File: config.mk
export PLATFORM = sky130hd
export DESIGN_NAME = idct_skew_feeder
export DESIGN_NICKNAME = d
export VERILOG_FILES = /design/src/rtl/idct_pkg.sv /design/src/rtl/idct_skew_line.sv /design/src/rtl/idct_skew_feeder.sv
export SDC_FILE = /design/constraint.sdc
export NUM_CORES = 1
export LEC_CHECK = 0
export ABC_CLOCK_PERIOD_IN_PS = 3000
export CORE_MARGIN = 8
export CORE_UTILIZATION = 40
export DETAILED_ROUTE_END_ITERATION = 10
export PLACE_DENSITY = 0.56
export SETUP_SLACK_MARGIN = 0.5
export SYNTH_ARGS = -nofsm -noshare
export SYNTH_HDL_FRONTEND = slang
export SYNTH_SLANG_ARGS = --single-unit
File: constraint.sdc
create_clock -name clk -period 3 [get_ports clk]
set_input_delay 0.6 -clock clk [delete_from_list [all_inputs] [get_ports clk]]
set_output_delay 0.6 -clock clk [all_outputs]
set_load 0.05 [all_outputs]
File: src/rtl/idct_pkg.sv
// Shared constants and types for the IDCT front-end: array geometry,
// coefficient width and the feeder's read-side state encoding.
package idct_pkg;

  localparam int unsigned IDCT_N = 4;
  localparam int unsigned COEF_W = 8;

  typedef logic [IDCT_N-1:0][COEF_W-1:0] coef_row_t;

  typedef enum logic {
    IDLE,
    DRAIN
  } feed_state_t;

endpackage

File: src/rtl/idct_skew_line.sv
// Per-lane delay line: W-bit data plus its valid bit shifted through DEPTH
// registered stages, so every lane output comes straight from a flop.
module idct_skew_line #(
  parameter int unsigned   W        = 8,
  parameter int unsigned   DEPTH    = 1,
  parameter logic [W-1:0]  IDLE_VAL = '0
) (
  input  logic         clk,
  input  logic         reset,
  input  logic [W-1:0] in_data,
  input  logic         in_valid,
  output logic [W-1:0] out_data,
  output logic         out_valid
);

  logic [W-1:0] data_q  [DEPTH];
  logic         valid_q [DEPTH];

  always_ff @(posedge clk or negedge reset) begin
    if (!reset) begin
      for (int unsigned i = 0; i < DEPTH; i++) begin
        data_q[i]  <= IDLE_VAL;
        valid_q[i] <= 1'b0;
      end
    end else begin
      data_q[0]  <= in_data;
      valid_q[0] <= in_valid;
      for (int unsigned i = 1; i < DEPTH; i++) begin
        data_q[i]  <= data_q[i-1];
        valid_q[i] <= valid_q[i-1];
      end
    end
  end

  assign out_data  = data_q[DEPTH-1];
  assign out_valid = valid_q[DEPTH-1];

endmodule

File: src/rtl/idct_skew_feeder.sv
// Ping-pong buffered 4x4 block feeder: collects a raster byte stream and
// replays each block row by row as a diagonal wavefront across four lanes.
module idct_skew_feeder
  import idct_pkg::*;
#(
  parameter int unsigned       DATA_W   = COEF_W,
  parameter logic [DATA_W-1:0] IDLE_VAL = '0
) (
  input  logic              clk,
  input  logic              reset,
  input  logic [DATA_W-1:0] s_data,
  input  logic              s_valid,
  output logic              s_ready,
  output logic [DATA_W-1:0] d_in_1,
  output logic [DATA_W-1:0] d_in_2,
  output logic [DATA_W-1:0] d_in_3,
  output logic [DATA_W-1:0] d_in_4,
  output logic [IDCT_N-1:0] lane_valid,
  output logic              out_sob
);

  localparam int unsigned BLK   = IDCT_N * IDCT_N;
  localparam int unsigned CNT_W = $clog2(BLK);
  localparam int unsigned ROW_W = $clog2(IDCT_N);

  logic [DATA_W-1:0] mem [2][BLK];

  logic [CNT_W-1:0] wr_cnt;
  logic             wr_bank;
  logic             rd_bank, rd_bank_nxt;
  logic [1:0]       full, full_set, full_clr;
  logic [ROW_W-1:0] row, row_nxt;
  feed_state_t      state, state_nxt;
  logic             issue;
  logic             accept;
  logic             last_beat;

  logic [DATA_W-1:0] lane_data [IDCT_N];

  // Write side
  assign s_ready   = ~full[wr_bank];
  assign accept    = s_valid & s_ready;
  assign last_beat = (wr_cnt == CNT_W'(BLK - 1));

  always_comb begin
    full_set = '0;
    if (accept && last_beat) full_set[wr_bank] = 1'b1;
  end

  always_ff @(posedge clk or negedge reset) begin
    if (!reset) begin
      wr_cnt  <= '0;
      wr_bank <= 1'b0;
    end else if (accept) begin
      wr_cnt <= wr_cnt + 1'b1;
      if (last_beat) wr_bank <= ~wr_bank;
    end
  end

  always_ff @(posedge clk) begin
    if (accept) mem[wr_bank][wr_cnt] <= s_data;
  end

  // Writer sets and reader clears always address different banks, so both apply.
  always_ff @(posedge clk or negedge reset) begin
    if (!reset) full <= '0;
    else        full <= (full | full_set) & ~full_clr;
  end

  // Read FSM
  always_ff @(posedge clk or negedge reset) begin
    if (!reset) begin
      state   <= IDLE;
      row     <= '0;
      rd_bank <= 1'b0;
    end else begin
      state   <= state_nxt;
      row     <= row_nxt;
      rd_bank <= rd_bank_nxt;
    end
  end

  always_comb begin
    state_nxt   = state;
    row_nxt     = row;
    rd_bank_nxt = rd_bank;
    full_clr    = '0;
    issue       = 1'b0;
    case (state)
      IDLE: begin
        if (full[rd_bank]) begin
          state_nxt = DRAIN;
          row_nxt   = '0;
        end
      end
      DRAIN: begin
        issue   = 1'b1;
        row_nxt = row + 1'b1;
        if (row == ROW_W'(IDCT_N - 1)) begin
          full_clr[rd_bank] = 1'b1;
          rd_bank_nxt       = ~rd_bank;
          row_nxt           = '0;
          state_nxt         = full[~rd_bank] ? DRAIN : IDLE;
        end
      end
      default: state_nxt = IDLE;
    endcase
  end

  // Skew stage: lane k gets k+1 flops; idle lanes are loaded with IDLE_VAL.
  for (genvar k = 0; k < IDCT_N; k++) begin : g_lane
    logic [DATA_W-1:0] issue_d;
    assign issue_d = issue ? mem[rd_bank][{row, ROW_W'(k)}] : IDLE_VAL;

    idct_skew_line #(
      .W        (DATA_W),
      .DEPTH    (k + 1),
      .IDLE_VAL (IDLE_VAL)
    ) u_line (
      .clk       (clk),
      .reset     (reset),
      .in_data   (issue_d),
      .in_valid  (issue),
      .out_data  (lane_data[k]),
      .out_valid (lane_valid[k])
    );
  end

  always_ff @(posedge clk or negedge reset) begin
    if (!reset) out_sob <= 1'b0;
    else        out_sob <= issue && (row == '0);
  end

  assign d_in_1 = lane_data[0];
  assign d_in_2 = lane_data[1];
  assign d_in_3 = lane_data[2];
  assign d_in_4 = lane_data[3];

endmodule

==> results of run 1 <==
-- path summary, 6_finish.rpt --
path / cells past startpoint / end / slack, ns / start
max in group asynchronous: 2 / g_lane[1].u_line.data_q[15]$_DFF_PN0_ / 2.24 / reset
min in group clk: 0 / g_lane[3].u_line.out_data[5]$_DFF_PN0_ / 0.35 / g_lane[3].u_line.data_q[13]$_DFF_PN0_
max reg2reg: 4 / mem[1][96]$_DFFE_PP_ / 0.82 / wr_bank$_DFFE_PN0N_
min reg2reg: 0 / g_lane[3].u_line.out_data[5]$_DFF_PN0_ / 0.35 / g_lane[3].u_line.data_q[13]$_DFF_PN0_
max: 3 / s_ready / 0.64 / wr_bank$_DFFE_PN0N_
min: 1 / g_lane[3].u_line.data_q[25]$_DFF_PN0_ / 0.04 / reset
-- flip-flops by register name, indices dropped and copies added (netlist names) --
signal	count
full	2
g_lane.u_line.data_q	48
g_lane.u_line.out_data	32
g_lane.u_line.out_valid	2
g_lane.u_line.valid_q	2
mem	256
out_sob	1
rd_bank	1
row	2
state	1
wr_bank	1
wr_cnt	4
-- where the power goes --
part           internal [mW]  switching [mW]  leakage, nW  total [mW]
clock                   2.85            1.79        0.611        4.63
sequential              5.98           0.533         3.52        6.51
combinational           1.64            2.19         1.24        3.84
-- what timing repair did --
item	CTS	global route
endpoints found under the setup margin	1	0
resized for setup	6	0
buffers inserted	0	0
-- final cells by class --
type / instances / area [µm²] / share of cell area (%)
Clock buffer: 52 / 1070 / 7.11
Clock inverter: 16 / 183 / 1.21
Inverter: 7 / 26.3 / 0.174
Multi-Input combinational cell: 236 / 2390 / 15.8
Sequential cell: 352 / 10100 / 66.8
Tap cell: 402 / 503 / 3.33
Timing Repair Buffer: 91 / 833 / 5.52
-- placed cells by master (no fill, tap or decap), types with 2 or more instances in the layout --
cell             instances
clkbuf_8                 5
mux4_2                  64
xnor2_1                  4
ha_1                     6
dfrtp_1                 92
and2_1                   3
buf_12                   3
nor2_1                  32
nand2_1                 69
clkdlybuf4s50_1         46
or3b_2                   2
buf_4                   41
inv_1                    5
nor3_1                   2
clkinv_2                 4
dfrtp_2                  3
a31oi_1                  2
clkbuf_16               39
nand3_1                  4
nand3b_1                 3
clkinv_1                 6
bufinv_16                4
clkinvlp_4               2
edfxtp_1               256
a21boi_1                32
mux2_2                   2
clkbuf_1                 8
-- logic make-up (layout without fill, tap and decap cells) --
kind of cell             after synthesis  in the layout  share of synthesized area [%]
AO/OA/AOI/OAI                         37             37                           2.16
XOR/XNOR                               5              5                          0.339
adder cells (fa/ha/maj)                6              6                          0.582
buffers and inverters                 65            166                           3.28
flip-flops                           352            352                           78.2
multiplexers                          68             68                           11.5
AND/OR/NAND/NOR                      120            120                           3.95
-- critical path: stages, from the launching register on --
cell and delay, ns:
dfrtp_2 0.45, mux2_2 0.39, inv_2 0.13, buf_2 0.28
-- per-layer routing --
metal  up-vias  routed length (µm)  part of all wire, %  global-route usage, %
li1       2602                   -                    -                      -
met1      3037               10400                   43                   16.9
met3        45                1320                  5.4                   2.61
met5         -                   0                    0                      0
met4         0                 643                  2.6                   4.55
met2       131               12100                   49                   21.6
-- through the flow --
step	util [%]	power (mW)	hold slack, ns	area (µm²)	instances
detailed placement	43.8	10.6	0.335	13900	1088
finish	47.8	15.0	0.0436	15100	1156
floorplan	-	9.49	0.304	12900	653
global route	47.8	15.7	0.0622	15100	1156
global placement	43.8	10.5	0.332	13900	1088
CTS	47.8	15.2	0.0416	15100	1156
==> metrics.txt, run 1 <==
Post-synth ARST share 27.3%; Synth area leader edfxtp_1; DP HPWL 14300 µm; TNS Setup 0 ns; Net Count, Synth 670; status complete, no violations; post-synthesis register bit count 352; CP startpoint kind register; Clock Latency Late Sink 0.51 ns; Root Buffer clkbuf_16; pin count of the biggest net entering global routing 67; grt ovf 0; n_diodes 0; routed len/inst 21.1 µm; Setup violations, final 0; CTS Sinks roughly 350; sequential area share after synthesis approximately four fifths; DIE WIDTH 196 µm; Hold Vio Cnt, Final 0; largest fanout on the critical path 11; Synth Warn # 0; Avg Inst Size Synth 19.8 µm²; first-pass GRT wire length roughly 38000 µm; Post-synth EDFFs approximately 260; RSZ-0062 raised after global routing no; fillcell total 2607; MaxCap Viol Count 0; Slew Viols, Final 0; # H-tree levels 2; total iterations of the first detailed-routing run 4; Yosys top cell area share ~60%; clk_skew 0.0115 ns; final worst slack ~0.64 ns; Starting Density 40.8%; commonest cells in the netlist edfxtp_1, dfrtp_1, nand2_1; full die area 38300 µm²; initial antenna violation count 0; via/cell ratio 5.03; die height 196 µm; buffers added on ports 48; actual slew at the worst max-slew pin approximately 0.85 ns; CTS Hold Bufs 0; Std-Cell Core Area around 32000 µm²; Crit. End Element output port; GRT Total Usage between 10% and 20%; Tmin final between 2 and 2.5 ns; # rows 65; layout cells sized above 1 a little under a quarter; CTS clk-pin slew, worst paths 0.06 ns; Synth Flop Type edfxtp_1; mapped cell area 12900 µm²; GP Congestion 0.759; clock tree buffer depth 3; most common cell in the synthesized netlist edfxtp_1; final wirelength 24400 µm; Detail Route Antenna Nets 0; Lkg Pwr 5.38 nW; normalized max-slew margin 43.2%; initial DRC count 331; vias after detailed routing ~5800; f_max between 400 and 500 MHz; CTS tree built; HP Class in -> async; Mapped Cells between 600 and 700; Final nets 742; final clock period utilization by the worst path 78.7%; CTS buffer count 37; Area Overhead vs Synth 17.1%; VDD IR-drop max 404 µV; pre-CTS WS about 0.47 ns; DR DRC count 0; Setup CP Type reg -> out; Req. time, crit path 2.40 ns; vias in the first global route around 6400; post-synthesis cell type count 34; top cells by area, synth edfxtp_1, dfrtp_1, mux4_2; I/O pins slightly below 50; worst endpoint data arrival time 1.76 ns; Pwr per Cell Area 992 nW/µm²
Note: power is estimated with default switching activity, not from simulation.
==> run 2: changes to the inputs <==
--- a/config.mk
+++ b/config.mk
@@ -5,11 +5,11 @@
 export SDC_FILE = /design/constraint.sdc
 export NUM_CORES = 1
 export LEC_CHECK = 0
-export ABC_CLOCK_PERIOD_IN_PS = 3000
+export ABC_CLOCK_PERIOD_IN_PS = 2000
 export CORE_MARGIN = 8
 export CORE_UTILIZATION = 40
 export DETAILED_ROUTE_END_ITERATION = 10
-export PLACE_DENSITY = 0.56
+export PLACE_DENSITY = 0.58
 export SETUP_SLACK_MARGIN = 0.5
 export SYNTH_ARGS = -nofsm -noshare
 export SYNTH_HDL_FRONTEND = slang
==> constraint.sdc (replaced) <==
create_clock -name clk -period 2 [get_ports clk]
set_input_delay 0.4 -clock clk [delete_from_list [all_inputs] [get_ports clk]]
set_output_delay 0.4 -clock clk [all_outputs]
set_load 0.05 [all_outputs]
==> metrics.txt, run 2 (synthesis gave the netlist of run 1 again) <==
Area Overhead vs Synth 24.3%; Starting Density ~41%; f_max 533 MHz; Crit. End Element output port; Reg with most FFs mem; # H-tree levels 2; GP Congestion 0.802; CP bufs+invs 2; Hold Vio Cnt, Final 0; clock tree buffer depth 3; hold slack 0.292 ns; GR Util met2 roughly 23%; # rows 65; worst endpoint data arrival time 1.48 ns; crit-path max cell delay 0.42 ns; Tmin final between 1.5 and 2 ns; most frequent cells in the layout edfxtp_1, dfrtp_1, mux4_2; DR DRC count 0; Worst path top cell family by delay flip-flops; Flop pwr share about two fifths; n_diodes 0; final clock period utilization by the worst path 93.9%; CTS Sinks 352; max reg flops ~260; Net Sw Frac a little under a third; crit-path cells mux2_4, inv_8, buf_12; GRT Total Usage 14.6%; HP Class in -> async; Root Buffer clkbuf_16; pin count of the biggest net entering global routing between 60 and 70; I/O pins 49; vias after detailed routing 6220; Req. time, crit path 1.60 ns; initial antenna violation count 0; status complete, no violations; Pwr per Cell Area ~1500 nW/µm²; CTS buffer count 36; DIE WIDTH 196 µm; Critical-path top delay cell dfrtp_2; Most Crowded Layer GR met2; vias in the first global route approximately 6500; largest fanout on the critical path 2; GR Layer Usage met1 19.5%; total iterations of the first detailed-routing run 5; most common cell after layout, fill and taps aside edfxtp_1; clk_skew around 0.028 ns; buffers added on ports 48; CTS clk-pin slew, worst paths 0.07 ns; VDD IR-drop max 656 µV; die height 196 µm; Setup CP Type reg -> out; Detail Route Antenna Nets 0; layout cells sized above 1 40.0%; via/cell ratio 5.29; grt ovf 0; routed len/inst 23.9 µm; TNS Setup 0 ns; DP HPWL 16800 µm; Clock Power Share between 20% and 30%; Final nets approximately 760; MaxCap Viol Count 0; Int Pwr 16.5 mW; final wirelength 28100 µm; Std-Cell Core Area 31600 µm²; Slew Viols, Final 0; first-pass GRT wire length 42200 µm; Comb pwr share 33.4%; Setup violations, final 0; Crit. Startpoint wr_bank$_DFFE_PN0N_; CP startpoint kind register; actual slew at the worst max-slew pin 0.549 ns; initial DRC count 390; RSZ-0062 raised after global routing yes; Lkg Pwr 5.70 nW; NetSw between 7 and 8 mW; GRT met3 Usage 3.20%; Reg-to-Reg Start wr_bank$_DFFE_PN0N_; normalized max-slew margin approximately 63%; CTS tree built; full die area 38300 µm²; Clock Latency Late Sink approximately 0.53 ns
[run 2: cell count changes in the layout (fill, tap and decap cells not counted), moves of 20 or more]
cell,previous run,this run
buf_12,3,23
buf_6,0,28
clkdlybuf4s50_1,46,9
nand2_1,69,43
nand2_2,0,26
nor2_1,32,1
nor2_4,0,31
[run 2: area by class of cell]
class	count	area (µm²)
clock buffers	51	1070
clock inverters	15	118
fillers	2458	15600
inverters	7	37.5
multi-input cells	236	2810
flip-flops and latches	352	10100
well taps	402	503
repair buffers	112	1400
[run 2: per-layer routing]
layer / part of all wire, % / vias to the layer above / routed length, µm
li1: - / 2652 / -
met1: 41 / 3258 / 11500
met2: 49 / 243 / 13900
met3: 6.5 / 67 / 1820
met4: 3.5 / 0 / 975
met5: 0 / - / 0
[run 2: stage by stage]
| stage | util [%] | setup slack [ns] | power, mW | std cells | cell area, µm² |
|---|---|---|---|---|---|
| global placement | 44.9 | 0.0186 | 16.3 | 1078 | 14200 |
| floorplan | - | 0.312 | 14.6 | 653 | 13200 |
| global route | 50.7 | 0.0851 | 25.2 | 1175 | 16000 |
| detailed placement | 44.9 | -0.0384 | 16.5 | 1078 | 14200 |
| finish | 50.7 | 0.122 | 24.2 | 1175 | 16000 |
| CTS | 49.2 | 0.114 | 23.4 | 1160 | 15600 |
[run 2: power by group through the flow]
| stage | clock [mW] | combinational (mW) | sequential [mW] |
|---|---|---|---|
| 2_1_floorplan | 0 | 5.00 | 9.59 |
| 3_3_place_gp | 0 | 6.76 | 9.59 |
| 3_5_place_dp | 0 | 6.81 | 9.64 |
| 5_1_grt | 7.09 | 8.57 | 9.59 |
| 6_report | 6.64 | 8.10 | 9.48 |
| 4_1_cts | 6.82 | 7.06 | 9.50 |
[run 2: worst paths after layout]
kind | to | cells past startpoint | slack [ns]
min in group clk | g_lane[2].u_line.out_data[4]$_DFF_PN0_ | 0 | 0.34
min | wr_cnt[2]$_DFFE_PN0N_ | 2 | 0.29
max reg2reg | mem[0][73]$_DFFE_PP_ | 7 | 0.16
max in group asynchronous | g_lane[1].u_line.data_q[8]$_DFF_PN0_ | 3 | 1.06
max | s_ready | 3 | 0.12
min reg2reg | g_lane[2].u_line.out_data[4]$_DFF_PN0_ | 0 | 0.34
[run 2: timing repair]
action,in CTS,in global routing
setup endpoints to repair,330,305
cloned,0,7
buffers inserted,15,8
gates resized for setup,223,73
hold buffers,1,0
pin swaps,12,30
hold endpoints to repair,17,0
[run 2: worst reg2reg max path, stage by stage (launching register included)]
cell     delay, ns
dfrtp_2       0.42
mux2_4        0.34
inv_8         0.07
buf_6         0.12
buf_6         0.11
nand3_4       0.06
buf_12        0.16
nor2_4        0.23
==> run 3: changes to the inputs <==
--- a/config.mk
+++ b/config.mk
@@ -5,7 +5,7 @@
 export SDC_FILE = /design/constraint.sdc
 export NUM_CORES = 1
 export LEC_CHECK = 0
-export ABC_CLOCK_PERIOD_IN_PS = 2000
+export ABC_CLOCK_PERIOD_IN_PS = 1600
 export CORE_MARGIN = 8
 export CORE_UTILIZATION = 40
 export DETAILED_ROUTE_END_ITERATION = 10
==> constraint.sdc (replaced) <==
create_clock -name clk -period 1.6 [get_ports clk]
set_input_delay 0.32 -clock clk [delete_from_list [all_inputs] [get_ports clk]]
set_output_delay 0.32 -clock clk [all_outputs]
set_load 0.05 [all_outputs]
==> metrics.txt, run 3 (synthesis gave the netlist of run 1 again) <==
status finished with violations; failing checks negative setup slack; CP startpoint kind register; Crit. Startpoint wr_bank$_DFFE_PN0N_; buffers added on ports 48; GP Congestion 0.839; DR DRC count 0; Crit. End Element output port; Detail Route Antenna Nets 0; via/cell ratio 5.24; Slew Viols, Final 0; # H-tree levels 2; hold slack 0.192 ns; max reg flops between 200 and 300; CTS tree built; initial antenna violation count 0; vias after detailed routing around 6300; clk_skew 0.0201 ns; Setup violations, final around 280; Finished Core Util 52.7%; CP bufs+invs 3; vias in the first global route 6947; routed len/inst 23.7 µm; Setup crit end s_ready; Worst Reg-to-Reg Cells 7; Net Sw Frac a little under a third; CTS Sinks between 300 and 400; Reg-to-Reg Start wr_bank$_DFFE_PN0N_; Setup CP Type reg -> out; Int Pwr 21.9 mW; clock tree buffer depth 3; die height 196 µm; total iterations of the first detailed-routing run 4; GRT Total Usage 15.3%; Std-Cell Core Area between 30000 and 40000 µm²; Lkg Pwr 5.95 nW; most common cell after layout, fill and taps aside edfxtp_1; crit-path max cell delay about 0.43 ns; layout cells sized above 1 45.4%; # rows 65; MaxCap Viol Count 0; Clock Power Share 25.7%; initial DRC count 443; worst endpoint data arrival time 1.57 ns; n_diodes 0; DP HPWL 16800 µm; Clock Latency Late Sink between 0.5 and 0.6 ns; NetSw between 10 and 15 mW; r2r setup slk -0.25 ns; HP Class in -> async; Hold Vio Cnt, Final 0; Comb pwr share a little under two fifths; VDD IR-drop max 883 µV; Critical-path top delay cell dfrtp_2; Req. time, crit path between 1 and 1.5 ns; largest fanout on the critical path 2; normalized max-slew margin 73.1%; TNS Setup -56.41 ns; Starting Density 40.8%; full die area 38300 µm²; Flop pwr share 37.2%; first-pass GRT wire length around 45000 µm; RSZ-0062 raised after global routing yes; grt ovf 0; pin count of the biggest net entering global routing 62; fillcell total roughly 2400; DIE WIDTH between 150 and 200 µm; Final nets slightly below 800; I/O pins 49; CP Depth 4; Worst path top cell family by delay flip-flops; Tmin final 1.89 ns; f_max 530 MHz; multi-input logic area just under 3000 µm²; final wirelength 28600 µm; Root Buffer clkbuf_16; CTS clk-pin slew, worst paths roughly 0.06 ns; final clock period utilization by the worst path 118%; final worst slack -0.288 ns; most frequent cells in the layout edfxtp_1, dfrtp_1, mux4_2; Reg with most FFs mem; actual slew at the worst max-slew pin 0.404 ns; reg-to-reg endpoint mem[0][35]$_DFFE_PP_; crit-path cells mux2_4, inv_8, buf_6, buf_12; CTS buffer count 36; Reg area 10100 µm²; Pwr per Cell Area 1920 nW/µm²; Area Overhead vs Synth 29.1%
[run 3: per-layer routing]
layer / GRT usage [%] / vias to the layer above / part of all wire (%)
li1: - / 2714 / -
met1: 19.6 / 3379 / 41
met3: 2.53 / 43 / 4.2
met4: 4.38 / 0 / 2.1
met2: 26.7 / 178 / 52
met5: 0 / - / 0
[run 3: cell type report]
cell class,count,area share [%]
clock inverter,23,1.28
multi-input combinational,236,17.5
tap,402,3.02
timing repair inverter,1,0.0526
inverter,7,0.353
clock buffer,41,5.77
sequential,352,60.6
timing repair buffer,144,11.4
[run 3: what timing repair did]
action | in CTS | in global routing
hold buffers | 1 | 0
gates cloned | 11 | 0
endpoints found under the hold margin | 96 | 0
endpoints found under the setup margin | 338 | 338
setup buffers | 26 | 4
gates resized for setup | 103 | 42
pin swaps | 45 | 28
[run 3: worst min-delay path by stage]
stage / to / cells past startpoint
detailed placement: g_lane[1].u_line.data_q[13]$_DFF_PN0_ / 1
global route: g_lane[1].u_line.data_q[13]$_DFF_PN0_ / 2
global placement: g_lane[1].u_line.data_q[14]$_DFF_PN0_ / 1
finish: g_lane[1].u_line.data_q[13]$_DFF_PN0_ / 2
CTS: g_lane[1].u_line.data_q[14]$_DFF_PN0_ / 2
floorplan: full[0]$_DFF_PN0_ / 0
[run 3: power by group through the flow]
stage	Combinational, mW	Sequential (mW)	Clock [mW]
floorplan	6.60	12.0	0
global placement	8.87	12.0	0
detailed placement	8.97	12.0	0
CTS	11.6	11.9	8.38
global route	12.5	12.0	8.74
finish	11.9	11.9	8.20
[run 3: through the flow]
stage / instances / worst slack, ns / cell area, µm² / total power [mW]
2_1_floorplan: 653 / -0.0884 / 13300 / 18.6
3_3_place_gp: 1100 / -0.269 / 14400 / 20.9
3_5_place_dp: 1100 / -0.253 / 14400 / 21.0
4_1_cts: 1202 / -0.300 / 16500 / 31.9
5_1_grt: 1206 / -0.315 / 16700 / 33.3
6_report: 1206 / -0.288 / 16700 / 32.0
==> patch 1: new RTL, flow settings as in run 2 <==
The package constant `COEF_W` goes from 8 to 10.
--- a/src/rtl/idct_pkg.sv
+++ b/src/rtl/idct_pkg.sv
@@ -4,5 +4,5 @@
 
   localparam int unsigned IDCT_N = 4;
-  localparam int unsigned COEF_W = 8;
+  localparam int unsigned COEF_W = 10;
 
   typedef logic [IDCT_N-1:0][COEF_W-1:0] coef_row_t;
Ports: changed (5 resized); port bits go from 49 to 59. No check against the original RTL was run, so the function may have changed too.
==> patch 1 against run 2 <==
  * Worst setup slack got worse by 35 ps
  * Sequential cell count increased by 84
  * Combinational power increased by 30%
  * Power increased by 26%
  * Synthesized area increased by 23%
  * Maximum frequency decreased by 1.8%
  * Highest routed layer unchanged
  * Via count increased by 21%
  * Cell area increased by 30%
  * Wire length increased by 21%
==> patch 1: results (changes against run 2) <==
{| class="wikitable"
! Metric !! Value
|-
| Number of post-CTS setup repair buffers || 42 (+27)
|-
| Data arrival at the endpoint of the critical path || 1510 ps (+30 ps)
|-
| Mapped Avg Cell Area || 20.1 um2 (+1.6%)
|-
| Worst Setup Slack post-DPL || -15.1 ps (+23.3 ps)
|-
| Synth Net Count || 809 (+21%)
|-
| Total of fill cells in the finished design || 3097 (+26%)
|-
| Non-clock buffer total of the final layout || 192 (+71%)
|-
| Worst hold slack || 321 ps (+28.9 ps)
|-
| GR Layer Usage met1 || 0.194 (-0.000936)
|-
| Worst reg2reg endpoint || mem[1][110]
|-
| Share of final layout cell area taken by non-clock buffers || 0.132 (+0.0443)
|-
| Clock Network Area Fraction || 0.0715 (-0.00265)
|-
| Flip-flop count of the largest register, all copies and words added || 320 (+25%)
|-
| Flip-flop and latch area || 12500 um2 (+24%)
|-
| GP Congestion || 0.744 (-7.3%)
|-
| CTS tree || done
|-
| Routing usage on met3 || 0.0312 (-0.000801)
|-
| Seq/Total Area, Yosys || 0.789 (+0.00673)
|-
| HPWL after detailed placement || 18500 um (+10%)
|-
| Number of DRC markers in iteration 0 || 443 (+14%)
|-
| Congestion Overflow GR || 0 (unchanged)
|-
| #MultiIn Comb || 278 (+18%)
|-
| Routed len/inst || 22.5 um (-6.2%)
|-
| F_max || 523 MHz (-1.8%)
|-
| Met2 capacity usage during global routing || 0.226 (-0.00489)
|-
| Global-route wire length before repair || 50200 um (+19%)
|-
| Gates resized, CTS repair || 303 (+36%)
|-
| Worst-case vdd ir drop || 810 uV (+23%)
|-
| Count of different cell masters after synthesis || 31 (-8.8%)
|-
| Most common library cells after synthesis || edfxtp_1, dfrtp_1, nand2_1, mux4_2, a21boi_1
|-
| Worst reg2reg setup slack || 110 ps (-50 ps)
|-
| Tightest slew margin relative to the limit || 0.720 (+0.0863)
|-
| Clock buf count || 63 (+24%)
|-
| Post-synthesis async set-or-reset flop share || 0.266 (-0.00667)
|-
| NumNets Final || 980 (+29%)
|-
| Dominant delay contributor by cell family on the critical path || flip-flops
|-
| Count of sequential standard cells || 436 (+24%)
|-
| Ranking of synthesized cells by area || edfxtp_1, dfrtp_1, mux4_2, nand2_1, a21boi_1
|-
| Post-route non-filler standard cell count || 1522 (+30%)
|-
| Outcome || completed
|-
| Number of synthesized flops with an enable pin || 320 (+25%)
|-
| Combined area of the multi-input logic cells || 3380 um2 (+20%)
|-
| Static power due to leakage || 7.46 nW (+31%)
|-
| Number of cells after detailed placement || 1356 (+26%)
|-
| Share of post-route cells with drive strength above 1 || 0.436 (+0.0366)
|-
| Utilization after layout || 0.528 (+0.0209)
|-
| Port-buffer cells || 58 (+21%)
|-
| Via count || 7535 (+21%)
|-
| Placed Instance Area || 17800 um2 (+25%)
|-
| Skew-Pair Late Insertion Delay || 550 ps (+20 ps)
|-
| Maximum clock skew at final layout || 15.4 ps (-12.8 ps)
|-
| Maximum number of pins on one net before global-route repair || 53 (-16%)
|-
| Die outline width || 215 um (+10%)
|-
| CTS buffer count || 46 (+28%)
|-
| Via count of the first global-routing pass || 7874 (+20%)
|}
## patch 1: cells by family (layout without fill, tap and decap cells)
group | after synthesis | count (layout) | synth area share
compound gates | 45 | 45 | 0.0214
xor+xnor | 5 | 5 | 0.00276
fa+ha+maj | 6 | 6 | 0.00473
buf+inv | 78 | 283 | 0.0311
flops | 436 | 436 | 0.789
mux | 84 | 84 | 0.116
simple gates | 136 | 138 | 0.0352
## patch 1: worst max path at each step
stage | start | endpoint | cells past startpoint
floorplan | wr_bank | mem[0][0] | 3
global placement | s_valid | mem[1][114] | 4
detailed placement | s_valid | mem[1][114] | 4
CTS | wr_bank | s_ready | 3
global route | wr_bank | s_ready | 3
finish | wr_bank | s_ready | 3
## patch 1: report_power, final
part           total [mW]  switching, mW  internal, mW
combinational        10.5           5.53          4.99
sequential           11.7          0.582          11.1
clock                8.28           3.31          4.97
## patch 1: layer usage
metal / share of wire / up-vias
met5: 0 / -
met4: 0.021 / 0
met3: 0.056 / 56
met2: 0.49 / 210
met1: 0.43 / 3927
li1: - / 3342
==> patch 2: new RTL, flow settings as in run 2 <==
Without the edit above. Make the reset (`reset`) synchronous in 5 clocked blocks.
--- a/src/rtl/idct_skew_line.sv
+++ b/src/rtl/idct_skew_line.sv
@@ -17,5 +17,5 @@
   logic         valid_q [DEPTH];
 
-  always_ff @(posedge clk or negedge reset) begin
+  always_ff @(posedge clk) begin
     if (!reset) begin
       for (int unsigned i = 0; i < DEPTH; i++) begin
--- a/src/rtl/idct_skew_feeder.sv
+++ b/src/rtl/idct_skew_feeder.sv
@@ -48,5 +48,5 @@
   end
 
-  always_ff @(posedge clk or negedge reset) begin
+  always_ff @(posedge clk) begin
     if (!reset) begin
       wr_cnt  <= '0;
@@ -63,5 +63,5 @@
 
   // Writer sets and reader clears always address different banks, so both apply.
-  always_ff @(posedge clk or negedge reset) begin
+  always_ff @(posedge clk) begin
     if (!reset) full <= '0;
     else        full <= (full | full_set) & ~full_clr;
@@ -69,5 +69,5 @@
 
   // Read FSM
-  always_ff @(posedge clk or negedge reset) begin
+  always_ff @(posedge clk) begin
     if (!reset) begin
       state   <= IDLE;
@@ -127,5 +127,5 @@
   end
 
-  always_ff @(posedge clk or negedge reset) begin
+  always_ff @(posedge clk) begin
     if (!reset) out_sob <= 1'b0;
     else        out_sob <= issue && (row == '0);
Behaviour: same outputs for any inputs over 10 cycles, from zero or initial values and one cycle with reset low; that may be too few to reach the edited logic, so the function may still have changed.
==> patch 2 against run 2 <==
  * Die area up 1.9%
  * Cell area up 5.9%
  * Wire length is 7.4% higher
  * Register-to-register slack gained 120 ps
  * Worst setup slack improved by 75 ps
  * Synthesized area up 2.1%
  * Sequential cell count grew 2
Power is not compared: it rests on default switching activity, and its combinational part moved more than twofold at a synthesized area within 25%.
==> patch 2: results (changes against run 2) <==
{| class="wikitable"
! Metric !! Value
|-
| Total of fill cells in the finished design || 2603 (+5.9%)
|-
| Routed len/inst || 21.6 um (-9.8%)
|-
| Maximum clock skew at final layout || 15.5 ps (-12.7 ps)
|-
| Met3 wire len || 1430 um (-22%)
|-
| Mapped Avg Cell Area || 15.9 um2 (-20%)
|-
| Clock buf count || 50 (-2.0%)
|-
| Routing usage on met3 || 0.0249 (-0.00711)
|-
| CTS buffer count || 38 (+5.6%)
|-
| GP Congestion || 0.757 (-5.7%)
|-
| Worst reg2reg endpoint || mem[0][98]
|-
| Outcome || completed
|-
| Most common library cells after synthesis || edfxtp_1, dfxtp_1, mux2_2, and2_1, nor2_1
|-
| Via count || 7048 (+13%)
|-
| Final Cycle Share || 0.901 (-0.0377)
|-
| Placed Instance Area || 14500 um2 (+2.1%)
|-
| Ranking of synthesized cells by area || edfxtp_1, dfxtp_1, mux2_2, mux2_4, and2_1
|-
| Share of post-route cells with drive strength above 1 || 0.414 (+0.0141)
|-
| Number of post-CTS setup repair buffers || 28 (+13)
|-
| Number of DRC markers in iteration 0 || 460 (+18%)
|-
| #MultiIn Comb || 401 (+70%)
|-
| RR Startpoint || wr_bank
|-
| Class of the most critical hold timing path || in2reg
|-
| Routed wire length on met2 || 14600 um (+5.0%)
|-
| Synth Net Count || 846 (+26%)
|-
| Area of the core || 32500 um2 (+2.6%)
|}
## patch 2: how the worst min path moves through the flow
stage                                        from                        endpoint  slack (ps)  cells after the start
floorplan           g_lane[1].u_line.data_q[0][2]  g_lane[1].u_line.data_q[0][10]         410                      1
finish                                      reset                         wr_bank         360                      3
global route                                reset                         wr_bank         350                      3
global placement    g_lane[1].u_line.data_q[0][3]  g_lane[1].u_line.data_q[0][11]         410                      1
CTS                                         reset                         wr_bank         340                      3
detailed placement  g_lane[2].u_line.data_q[0][9]  g_lane[2].u_line.data_q[0][17]         420                      1
## patch 2: worst max-delay path, cell delays in order (launching register included)
cell and delay, ps:
dfxtp_4 350, mux2_4 340, clkinv_8 70, buf_12 130
## patch 2: cell families after synthesis
family | synth area share
flops | 0.733
simple gates | 0.0782
compound gates | 0.0549
mux | 0.0930
buf+inv | 0.0349
fa+ha+maj | 0.00570
xor+xnor | 0.000665
